$ cat config.mk
export PLATFORM = sky130hd
export DESIGN_NAME = mem_stage_sram_ctrl
export DESIGN_NICKNAME = d
export VERILOG_FILES = /design/src/rtl/mem_stage_sram_ctrl.sv
export SDC_FILE = /design/constraint.sdc
export NUM_CORES = 1
export LEC_CHECK = 0
export CORE_AREA = 2 2 101 103
export CTS_BUF_LIST = sky130_fd_sc_hd__clkbuf_2 sky130_fd_sc_hd__clkbuf_4 sky130_fd_sc_hd__clkbuf_8
export CTS_CLUSTER_DIAMETER = 150
export DETAILED_ROUTE_END_ITERATION = 6
export DIE_AREA = 0 0 103 105
export PLACE_DENSITY = 0.76
export RECOVER_POWER = 50
export SYNTH_ARGS = -nofsm -noshare
export SYNTH_HDL_FRONTEND = slang
export SYNTH_SLANG_ARGS = --single-unit
$ cat constraint.sdc
create_clock -name clk -period 2.5 [get_ports clk]
set_input_delay 0.5 -clock clk [delete_from_list [all_inputs] [get_ports clk]]
set_output_delay 0.5 -clock clk [all_outputs]
set_load 0.03 [all_outputs]
$ cat src/rtl/mem_stage_sram_ctrl.sv
// mem_stage_sram_ctrl
//   Purpose : MEM-stage data-memory controller. Splits one 32-bit pipeline
//             load/store into two 16-bit accesses (low half, then high half)
//             on an external asynchronous SRAM and assembles the load word.
//   Latency : request seen in cycle 0 (IDLE); ready returns high in cycle
//             2*ACCESS_CYCLES+1 (DONE). Pipeline freezes while ready = 0.
//   Ports   : clk, rst (async, active-high)
//             mem_r_en / mem_w_en / address / write_data  - EX/MEM request
//             read_data / ready                          - to MEM register
//             sram_addr, sram_dq_o, sram_dq_i, sram_dq_oe,
//             sram_we_n, sram_oe_n, sram_ce_n, sram_ub_n, sram_lb_n - SRAM pins
module mem_stage_sram_ctrl #(
   parameter int BASE_ADDR     = 1024,
   parameter int ACCESS_CYCLES = 2
) (
   input  logic        clk,
   input  logic        rst,
   input  logic        mem_r_en,
   input  logic        mem_w_en,
   input  logic [31:0] address,
   input  logic [31:0] write_data,
   output logic [31:0] read_data,
   output logic        ready,
   output logic [17:0] sram_addr,
   output logic [15:0] sram_dq_o,
   input  logic [15:0] sram_dq_i,
   output logic        sram_dq_oe,
   output logic        sram_we_n,
   output logic        sram_oe_n,
   output logic        sram_ce_n,
   output logic        sram_ub_n,
   output logic        sram_lb_n
);

   // Counter must be at least one bit wide even when ACCESS_CYCLES == 1.
   localparam int CW = (ACCESS_CYCLES > 1) ? $clog2(ACCESS_CYCLES) : 1;
   localparam logic [CW-1:0] CNT_LAST = CW'(ACCESS_CYCLES - 1);

   localparam logic [1:0] IDLE = 2'd0;
   localparam logic [1:0] LOW  = 2'd1;
   localparam logic [1:0] HIGH = 2'd2;
   localparam logic [1:0] DONE = 2'd3;

   logic [1:0]    state;
   logic [CW-1:0] cnt;
   logic [16:0]   word_addr;
   logic [31:0]   wdata;
   logic          op_write;
   logic          req;

   assign req = mem_r_en | mem_w_en;

   // ------------------------------------------------------------------
   // Sequencer: everything the SRAM pins depend on is registered here,
   // so pipeline inputs only matter at the IDLE capture edge.
   // ------------------------------------------------------------------
   always_ff @(posedge clk or posedge rst) begin
      if (rst) begin
         state     <= IDLE;
         cnt       <= '0;
         word_addr <= '0;
         wdata     <= '0;
         op_write  <= 1'b0;
         read_data <= '0;
      end else begin
         case (state)
            IDLE: begin
               if (req) begin
                  // Byte offset from the window base, as a 32-bit word index;
                  // addresses below the base wrap within the 2^17-word space.
                  word_addr <= 17'((address - 32'(BASE_ADDR)) >> 2);
                  wdata     <= write_data;
                  op_write  <= mem_w_en;    // a store wins over a load
                  cnt       <= '0;
                  state     <= LOW;
               end
            end
            LOW: begin
               if (cnt == CNT_LAST) begin
                  if (!op_write) begin
                     read_data[15:0] <= sram_dq_i;
                  end
                  cnt   <= '0;
                  state <= HIGH;
               end else begin
                  cnt <= cnt + CW'(1);
               end
            end
            HIGH: begin
               if (cnt == CNT_LAST) begin
                  if (!op_write) begin
                     read_data[31:16] <= sram_dq_i;
                  end
                  cnt   <= '0;
                  state <= DONE;
               end else begin
                  cnt <= cnt + CW'(1);
               end
            end
            DONE: begin
               // Pipeline advances on this edge; any request visible next
               // cycle belongs to the following instruction.
               state <= IDLE;
            end
            default: begin
               state <= IDLE;
            end
         endcase
      end
   end

   // ------------------------------------------------------------------
   // SRAM pin decode. Pins are a function of registered state only, so
   // an asynchronous reset drops every strobe in the same instant.
   // ready is the one output allowed to see the request directly: in
   // IDLE it must fall in the same cycle a request appears.
   // ------------------------------------------------------------------
   always_comb begin
      ready      = 1'b0;
      sram_addr  = '0;
      sram_dq_o  = '0;
      sram_dq_oe = 1'b0;
      sram_we_n  = 1'b1;
      sram_oe_n  = 1'b1;
      case (state)
         IDLE: begin
            ready = ~req;
         end
         LOW, HIGH: begin
            sram_addr = {word_addr, (state == HIGH)};
            if (op_write) begin
               sram_dq_oe = 1'b1;
               sram_dq_o  = (state == HIGH) ? wdata[31:16] : wdata[15:0];
               sram_we_n  = 1'b0;
            end else begin
               sram_oe_n = 1'b0;
            end
         end
         DONE: begin
            ready = 1'b1;
         end
         default: begin
            ready = 1'b0;
         end
      endcase
   end

   // Chip is always selected with both byte lanes enabled.
   assign sram_ce_n = 1'b0;
   assign sram_ub_n = 1'b0;
   assign sram_lb_n = 1'b0;

endmodule

==> flow_summary.toml, run 1 <==
[clocking]
cts.hold.buffers_added = 0
ctsHtreeMaxLevel = 3
clock_tree.buffer_depth = 2
tritoncts.num_buffers = 9
cts.reportedPaths.clkPinSlew_ns = 0.08
post-cts-setup-buffer-count = 0
tritoncts_clock_tree = "yes"
cts_root_buffer = "sky130_fd_sc_hd__clkbuf_8"
tritoncts_num_sinks = 85
clk-insertion-delay-late_ns = 0.36

[floorplanning]
io-pin-count = 157
std_cell_rows = 36
die_area_mm2 = 0.01082
design.core.area_mm2 = 0.009639
die_height_um = 105
initial_cell_density_of_the_core = 0.3928
chipWidth_um = 103

[grt]
vias_in_the_first_global_route = 3069
grt_start_max_net_pins = 39
antenna_found_initial = 0
grt_pass1_wl_mm = 14.52
grt_remaining_overflow = 0
grt_usage = 0.1724

[cells_and_area]
n_fill_cell = 865
area.growth.synth_to_final_pct = 45.34
antenna_cells_inserted = 0
final_layout_size_suffix_gt1_frac = 0.1743
finalNetCount = 607

[timing]
max_slew.worst_pin.slew_ns = 1.063
hold_violations_final = 0
max_freq_mhz = 423.1
rsz0062_at_grt = "no"
timing.final.setup_violations = 0
final.hold.worst_slack_ns = 0.4729
fin_tns_setup_ns = 0
finalCritPeriodShare = 0.9454
rel_slew_slack = 0.2873
finalWorstPathRequiredPeriod_ns = 2.364
skew_ns = 0.01218
slew_violations = 0

[detailed_routing]
via_per_inst = 4.660
firstDrtPassIters = 4
drc = 0
vias = 3052
drt_first_iter_violations = 89
detail_route.wl_per_cell_um = 13.82
wl_mm = 9.050
detail-route-antenna-nets = 0

[power_and_ir_drop]
netSwitchingFraction = 0.4383
power.density_cell_area_mw_per_mm2 = 1459
peakVddDrop_mv = 0.5762
power_switching_mw = 3.519
internal_power_mw = 4.510
pwr-share-comb = 0.564
fin_total_pwr_mw = 8.029
clock_power_share = 0.134
leakage_power_figure_nw = 2.584
portion_of_total_power_attributed_to_sequential_cells = 0.301

[logic_synthesis]
synth_top_family_by_area = "simple AND/OR/NAND/NOR gates"
yosys_warnings = 0
synth_top_area_cell = "sky130_fd_sc_hd__dfrtp_1"
synthDistinctLibCells = 32
yosysSeqAreaShare = 0.5618
yosys.area_share.adder = 0.01983
synthCells = 376
yosys-mux-area-fraction = 0.1404
synth_compound_area_frac = 0.03371
synth-xor-area-share = 0.002313
yosys.area.top_type_share = 0.5618
synth.ff_latch_count = 85
synth_top_cells_by_area = "sky130_fd_sc_hd__dfrtp_1 56%, sky130_fd_sc_hd__nand2_1 13%, sky130_fd_sc_hd__mux2_2 9.8%"
synth_simple_gate_area_frac = 0.2079
syn_area_per_cell_um2 = 10.07
syn-cell-area_mm2 = 0.003786

[worst_hold_path]
min_path_cells = 2
worstHoldEndpoint = "word_addr[3]"
min-delay-path-class = "reg2reg"
worstHoldStart = "word_addr[3]"

[critical_path]
r2r_setup_slack_ns = 0.49
critical_path_buf_inv_count = 2
critPathKind = "in2out"
worstPathArrival_ns = 1.86
worstSetupEndpointType = "primary output"
worst-endpoint-required_ns = 2.00
critical_path.slowest_cell = "sky130_fd_sc_hd__dlygate4sd3_1"
critPathMaxStageDelay_ns = 0.57
launching_element_type_of_the_critical_path = "input pin"
timing.critical_path.max_delay_family = "buffers and inverters"
timing.rr.end = "read_data[25]"
rr_startpoint = "state[0]"
cp_max_fo = 5
worstPathCellList = "dlygate4sd3_1, or3b_1, a21oi_1, buf_4"
reg2regPathDepth = 5

[placement]
place.gp.congestion = 0.7816
portBuffers = 138
dp_hpwl_mm = 6.635

[run_status]
status = "finished clean"

[run]
drv.max_cap_violation_count = 0
cell usage in the layout (no fill, tap or decap), drive strengths merged, types with 3 or more instances in the layout:
master / instances
inv: 8
or4: 4
or3: 3
a31oi: 5
and2: 17
clkbuf: 15
ha: 6
o21ai: 6
dlygate4sd2: 15
mux2: 33
nand2b: 3
dfrtp: 85
conb: 3
buf: 28
clkinv: 3
mux2i: 16
nand2: 131
clkdlybuf4s50: 98
nor2: 22
how the worst max path moves through the flow:
stage                         from            end  slack [ns]  cells after the start
final                     mem_r_en          ready        0.14                      4
after global routing      state[1]   sram_dq_o[2]        0.01                      6
after CTS                 state[1]          ready       0.002                      5
after detailed placement  state[1]  sram_addr[11]        0.07                      4
after global placement    state[0]  sram_addr[11]        0.17                      4
after floorplan           state[0]  sram_dq_o[10]        0.07                      6
metrics by stage:
stage / cells / utilization / instance area (um^2) / setup slack, ns
2_1_floorplan: 378 / - / 3797 / 0.07056
3_3_place_gp: 639 / 0.5537 / 5338 / 0.1726
3_5_place_dp: 639 / 0.5537 / 5338 / 0.06954
4_1_cts: 655 / 0.5762 / 5554 / 0.002438
5_1_grt: 655 / 0.5709 / 5503 / 0.01105
6_report: 655 / 0.5709 / 5503 / 0.1364
cells by family after synthesis:
logic type               count (synthesis)
AND/OR/NAND/NOR                        185
flip-flops                              85
multiplexers                            49
adder cells (fa/ha/maj)                  6
buffers and inverters                   29
XOR/XNOR                                 1
other                                    1
AO/OA/AOI/OAI                           20
registers in the layout (all words and copies together), names as in the netlist:
register	cells
wdata	32
word_addr	17
state	2
op_write	1
read_data	32
cnt	1
final cells by class:
type | count | area [um^2] | share of cell area
Sequential cell | 85 | 2127 | 0.3865
Multi-Input combinational cell | 264 | 1558 | 0.2831
Timing Repair Buffer | 149 | 1398 | 0.2540
Tap cell | 133 | 166.4 | 0.03024
Clock buffer | 9 | 123.9 | 0.02251
Clock inverter | 7 | 98.84 | 0.01796
Inverter | 8 | 31.28 | 0.005684
worst reg2reg max path: cells and delay by family (launching register included):
kind | cells | cell delay (ns)
fa+ha+maj | 1 | 0.23
flops | 1 | 0.40
simple gates | 1 | 0.06
mux | 1 | 0.42
buf+inv | 2 | 0.77
what timing repair did:
item                                    4_1_cts  5_1_grt
resized for setup                            18        3
endpoints found under the setup margin       33        3
pin swaps                                     0        0
routing by layer:
layer / vias up / wire length, um / global-route usage
li1: 1494 / - / -
met5: - / 0 / 0
met4: 0 / 144 / 0.07519
met2: 93 / 4482 / 0.2885
met3: 12 / 489 / 0.03144
met1: 1453 / 3934 / 0.2143
cells in the mapped netlist, drive strengths merged:
cell      n
a31o      1
conb      1
mux2i    16
or2       1
or4       4
o31ai     2
a31oi     5
a22oi     1
and2     17
nor3b     1
o211ai    1
o21ai     6
mux2     33
or3b      1
xnor2     1
nor2     22
nand2   131
nand3     1
o21a      1
inv       8
a21oi     1
a211oi    2
buf       7
dfrtp    85
nand2b    3
clkbuf   14
ha        6
nor2b     1
or3       3
power groups by stage:
stage | registers [mW] | clock network, mW | logic, mW
final | 2.42 | 1.08 | 4.53
after floorplan | 2.90 | 0 | 2.39
after global routing | 2.49 | 1.16 | 4.91
after detailed placement | 2.45 | 0 | 4.69
after global placement | 2.40 | 0 | 4.60
after CTS | 2.42 | 1.11 | 4.62
No activity file was read; power rests on OpenSTA's default activity.
==> inputs of run 2 (changes only) <==
--- a/config.mk
+++ b/config.mk
@@ -5,12 +5,12 @@
 export SDC_FILE = /design/constraint.sdc
 export NUM_CORES = 1
 export LEC_CHECK = 0
-export CORE_AREA = 2 2 101 103
+export CORE_AREA = 2 2 92 94
 export CTS_BUF_LIST = sky130_fd_sc_hd__clkbuf_2 sky130_fd_sc_hd__clkbuf_4 sky130_fd_sc_hd__clkbuf_8
 export CTS_CLUSTER_DIAMETER = 150
 export DETAILED_ROUTE_END_ITERATION = 6
-export DIE_AREA = 0 0 103 105
-export PLACE_DENSITY = 0.76
+export DIE_AREA = 0 0 94 96
+export PLACE_DENSITY = 0.86
 export RECOVER_POWER = 50
 export SYNTH_ARGS = -nofsm -noshare
 export SYNTH_HDL_FRONTEND = slang
==> constraint.sdc (replaced) <==
create_clock -name clk -period 3 [get_ports clk]
set_input_delay 0.6 -clock clk [delete_from_list [all_inputs] [get_ports clk]]
set_output_delay 0.6 -clock clk [all_outputs]
set_load 0.03 [all_outputs]
==> flow_summary.toml, run 2 (synthesized netlist as in run 1, its figures left out) <==
[run_status]
violations = "capacitance limit, slew limit"
status = "finished with violations"

[clocking]
clock_tree.buffer_depth = 2
cts_root_buffer = "sky130_fd_sc_hd__clkbuf_8"
tritoncts_num_sinks = 85
tritoncts.num_buffers = 9
clk-insertion-delay-late_ns = 0.34
ctsHtreeMaxLevel = 3
post-cts-setup-buffer-count = 0
cts.reportedPaths.clkPinSlew_ns = 0.08
cts.hold.buffers_added = 0
tritoncts_clock_tree = "yes"

[cells_and_area]
most_common_cell_after_layout_fill_and_taps_aside = "sky130_fd_sc_hd__nand2_1"
antenna_cells_inserted = 0
final_util = 0.6726
final_layout_size_suffix_gt1_frac = 0.1567
highest_count_cells_in_the_layout_ignoring_fill_and_taps = "131 x sky130_fd_sc_hd__nand2_1, 116 x sky130_fd_sc_hd__clkdlybuf4s50_1, 85 x sky130_fd_sc_hd__dfrtp_1"
area.growth.synth_to_final_pct = 43.03
layout_top_registers = "read_data x32, wdata x32, word_addr x17"
multi_input_area_mm2 = 0.001545
finalNetCount = 602
sequential_cell_area_mm2 = 0.002127
n_fill_cell = 636

[detailed_routing]
wl_mm = 8.636
detail-route-antenna-nets = 0
via_per_inst = 4.879
drc = 0
drt_first_iter_violations = 110
vias = 3035
detail_route.wl_per_cell_um = 13.88
firstDrtPassIters = 4

[placement]
place.gp.congestion = 0.7770
portBuffers = 138
dp_hpwl_mm = 6.304

[timing]
hold_violations_final = 0
max_freq_mhz = 350.0
skew_ns = 0.007352
slew_violations = 1
rel_slew_slack = -0.005546
finalWorstPathRequiredPeriod_ns = 2.857
fin_tns_setup_ns = 0
finalCritPeriodShare = 0.9524
max_slew.worst_pin.slew_ns = 1.498
timing.final.setup_violations = 0
rsz0062_at_grt = "no"

[grt]
grt_remaining_overflow = 0
antenna_found_initial = 0
grt_usage = 0.1924
grt_pass1_wl_mm = 13.65
vias_in_the_first_global_route = 3062
grt_start_max_net_pins = 54

[floorplanning]
initial_cell_density_of_the_core = 0.4702
die_height_um = 96
die_area_mm2 = 0.009024
io-pin-count = 157
design.core.area_mm2 = 0.008051
chipWidth_um = 94
std_cell_rows = 33

[critical_path]
worstPathArrival_ns = 2.26
critPathMaxStageDelay_ns = 0.67
launching_element_type_of_the_critical_path = "flip-flop"
worst-endpoint-required_ns = 2.40
worstPathCellList = "inv_1, ha_2, and2_1, clkdlybuf4s50_1"
critical_path.slowest_cell = "sky130_fd_sc_hd__clkdlybuf4s50_1"
worstSetupEndpointType = "primary output"
critPathKind = "reg2out"
cp_max_fo = 23

[power_and_ir_drop]
peakVddDrop_mv = 0.7199
leakage_power_figure_nw = 2.495
fin_total_pwr_mw = 6.567
power.density_cell_area_mw_per_mm2 = 1213

[run]
drv.max_cap_violation_count = 1

[worst_hold_path]
min-delay-path-class = "reg2reg"
-- run 2: metrics by stage --
stage          cells  hold slack [ns]  instance area (um^2)  worst slack [ns]
2_1_floorplan    378           0.4374                  3794            0.2065
3_3_place_gp     606           0.4519                  5250            0.3497
3_5_place_dp     606           0.4580                  5250            0.3340
4_1_cts          622           0.4779                  5439            0.1048
5_1_grt          622           0.4985                  5415           0.01306
6_report         622           0.4757                  5415            0.1428
-- run 2: worst paths after layout --
check | from | endpoint | slack [ns] | depth (start not counted)
max | state[0] | sram_addr[11] | 0.14 | 4
min | wdata[14] | wdata[14] | 0.48 | 2
max reg2reg | state[0] | read_data[31] | 0.84 | 5
min reg2reg | wdata[14] | wdata[14] | 0.48 | 2
max in group asynchronous | rst | wdata[26] | 0.59 | 3
min in group asynchronous | rst | read_data[3] | 1.01 | 2
-- run 2: what timing repair did --
action,CTS,global route
gates resized for setup,1,0
endpoints found under the hold margin,0,0
setup endpoints to repair,17,0
-- run 2: report_power, final --
group	internal (mW)	total, mW	leakage (nW)	switching, mW
Sequential	1.72	2.01	1.02	0.287
Combinational	1.63	3.82	1.39	2.19
Clock	0.344	0.736	0.0836	0.392
Total	3.70	6.57	2.50	2.87
-- run 2: area by class of cell --
class / count / share of cell area
multi-input cells: 264 / 0.2854
clock buffers: 11 / 0.02796
inverters: 8 / 0.005776
repair buffers: 144 / 0.2574
clock inverters: 5 / 0.006470
well taps: 105 / 0.02426
flip-flops and latches: 85 / 0.3928
-- run 2: metal layers --
layer | up-vias | share of wire | routed length, um | global-route usage
met3 | 18 | 0.050 | 433 | 0.03837
met1 | 1428 | 0.43 | 3685 | 0.2333
met4 | 0 | 0.026 | 221 | 0.08213
met2 | 107 | 0.50 | 4295 | 0.3351
met5 | - | 0 | 0 | 0
li1 | 1482 | - | - | -
-- run 2: worst max-delay path, delay by kind of cell (launching register included) --
family                     cells  cell delay [ns]
adders and majority gates      1             0.54
DFF                            1             0.40
and+or+nand+nor                1             0.20
buffers and inverters          2             0.78
==> inputs of run 3 (changes only) <==
--- a/config.mk
+++ b/config.mk
@@ -5,12 +5,14 @@
 export SDC_FILE = /design/constraint.sdc
 export NUM_CORES = 1
 export LEC_CHECK = 0
-export CORE_AREA = 2 2 92 94
+export CAP_MARGIN = 5
+export CORE_AREA = 2 2 80 82
 export CTS_BUF_LIST = sky130_fd_sc_hd__clkbuf_2 sky130_fd_sc_hd__clkbuf_4 sky130_fd_sc_hd__clkbuf_8
 export CTS_CLUSTER_DIAMETER = 150
 export DETAILED_ROUTE_END_ITERATION = 6
-export DIE_AREA = 0 0 94 96
-export PLACE_DENSITY = 0.86
+export DIE_AREA = 0 0 82 84
+export DONT_BUFFER_PORTS = 1
+export PLACE_DENSITY = 0.78
 export RECOVER_POWER = 50
 export SYNTH_ARGS = -nofsm -noshare
 export SYNTH_HDL_FRONTEND = slang
==> flow_summary.toml, run 3 (synthesized netlist as in run 1, its figures left out) <==
[run_status]
status = "finished with violations"
violations = "capacitance limit, slew limit"

[detailed_routing]
drc = 0
drt_first_iter_violations = 78
vias = 2585
via_per_inst = 5.431
detail-route-antenna-nets = 0
detail_route.wl_per_cell_um = 15.95
firstDrtPassIters = 5
wl_mm = 7.592

[timing]
max_slew.worst_pin.slew_ns = 2.037
fin_tns_setup_ns = 0
skew_ns = 0.008602
hold_violations_final = 0
rsz0062_at_grt = "no"
finalCritPeriodShare = 0.8622
max_freq_mhz = 386.6
slew_violations = 90
final.hold.worst_slack_ns = 0.3528
timing.final.setup_violations = 0
rel_slew_slack = -0.3651
finalWorstPathRequiredPeriod_ns = 2.587

[run]
drv.max_cap_violation_count = 2

[floorplanning]
design.core.area_mm2 = 0.006096
die_height_um = 84
initial_cell_density_of_the_core = 0.6211
chipWidth_um = 82
std_cell_rows = 29
io-pin-count = 157
die_area_mm2 = 0.006888

[cells_and_area]
sequential_cell_area_mm2 = 0.002127
layout_top_registers = "read_data x32, wdata x32, word_addr x17"
final_layout_size_suffix_gt1_frac = 0.2030
n_fill_cell = 473
final_cell_count_without_fillers = 476
area.growth.synth_to_final_pct = 11.40
multi_input_area_mm2 = 0.001545
finalNetCount = 484
antenna_cells_inserted = 0
most_common_cell_after_layout_fill_and_taps_aside = "sky130_fd_sc_hd__nand2_1"
stdcell_area_mm2 = 0.004218
highest_count_cells_in_the_layout_ignoring_fill_and_taps = "131 x sky130_fd_sc_hd__nand2_1, 85 x sky130_fd_sc_hd__dfrtp_1, 33 x sky130_fd_sc_hd__mux2_2"

[critical_path]
r2r_setup_slack_ns = 0.44
reg2regPathDepth = 5
timing.rr.end = "word_addr[12]"
cp_max_fo = 5
rr_startpoint = "state[0]"
launching_element_type_of_the_critical_path = "flip-flop"
worst-endpoint-required_ns = 2.40
worstSetupEndpointType = "primary output"
worstPathArrival_ns = 1.99
critPathKind = "reg2out"

[placement]
dp_hpwl_mm = 5.404
place.gp.congestion = 0.7717
count_of_placed_standard_cells_including_taps = 460
portBuffers = 0
placement.cell_area_mm2 = 0.004015

[worst_hold_path]
worstHoldEndpoint = "wdata[26]"
min_path_cells = 2
min-delay-path-class = "in2reg"
worstHoldStart = "write_data[26]"

[clocking]
cts_root_buffer = "sky130_fd_sc_hd__clkbuf_8"
clock_tree.buffer_depth = 2
cts.repair.resized = 0
clk-insertion-delay-late_ns = 0.35
tritoncts_num_sinks = 85
ctsHtreeMaxLevel = 3
tritoncts_clock_tree = "yes"
post-cts-setup-buffer-count = 0
tritoncts.num_buffers = 9
cts.reportedPaths.clkPinSlew_ns = 0.08
cts.hold.buffers_added = 0

[power_and_ir_drop]
leakage_power_figure_nw = 2.067
peakVddDrop_mv = 0.8583
power.density_cell_area_mw_per_mm2 = 1388

[grt]
grt_pass1_wl_mm = 11.90
grt_usage = 0.2288
antenna_found_initial = 0
vias_in_the_first_global_route = 2672
grt_start_max_net_pins = 50
grt_remaining_overflow = 0
run 3: power by group:
group | total (mW) | switching (mW) | internal, mW | leakage (nW)
logic | 2.45 | 1.57 | 0.878 | 0.928
registers | 2.50 | 0.786 | 1.72 | 1.02
clock network | 0.901 | 0.380 | 0.521 | 0.120
run 3: worst max-delay path, stage by stage (launching register included):
cell	delay (ns)
sky130_fd_sc_hd__dfrtp_1	0.41
sky130_fd_sc_hd__inv_1	0.13
sky130_fd_sc_hd__ha_1	0.24
sky130_fd_sc_hd__or3b_2	0.52
sky130_fd_sc_hd__a21oi_1	0.17
sky130_fd_sc_hd__buf_4	0.18
run 3: per-stage QoR:
stage	worst slack, ns	total power [mW]	utilization
2_1_floorplan	0.2065	4.408	-
3_3_place_gp	0.7532	4.904	0.6587
3_5_place_dp	0.7378	5.018	0.6587
4_1_cts	0.3437	5.924	0.6962
5_1_grt	0.1295	6.247	0.6919
6_report	0.4134	5.854	0.6919
run 3: how the worst max path moves through the flow:
stage	start	to	slack, ns	cells after the start
2_1_floorplan	rst	cnt	0.21	1
3_3_place_gp	state[0]	sram_dq_o[3]	0.75	5
3_5_place_dp	state[0]	sram_dq_o[13]	0.74	5
4_1_cts	state[0]	sram_dq_o[13]	0.34	5
5_1_grt	state[0]	word_addr[12]	0.13	5
6_report	state[0]	ready	0.41	5
run 3: area by class of cell:
| cell class | instances | area share |
|---|---|---|
| inverters | 8 | 0.007416 |
| flip-flops and latches | 85 | 0.5043 |
| multi-input cells | 264 | 0.3664 |
| clock inverters | 4 | 0.01661 |
| well taps | 77 | 0.02284 |
| clock buffers | 12 | 0.03767 |
| repair buffers | 26 | 0.04479 |
run 3: per-layer routing:
| metal | wire (um) | GRT usage |
|---|---|---|
| met5 | 0 | 0 |
| met4 | 113 | 0.09242 |
| met3 | 695 | 0.08117 |
| met1 | 3042 | 0.2599 |
| met2 | 3740 | 0.3851 |
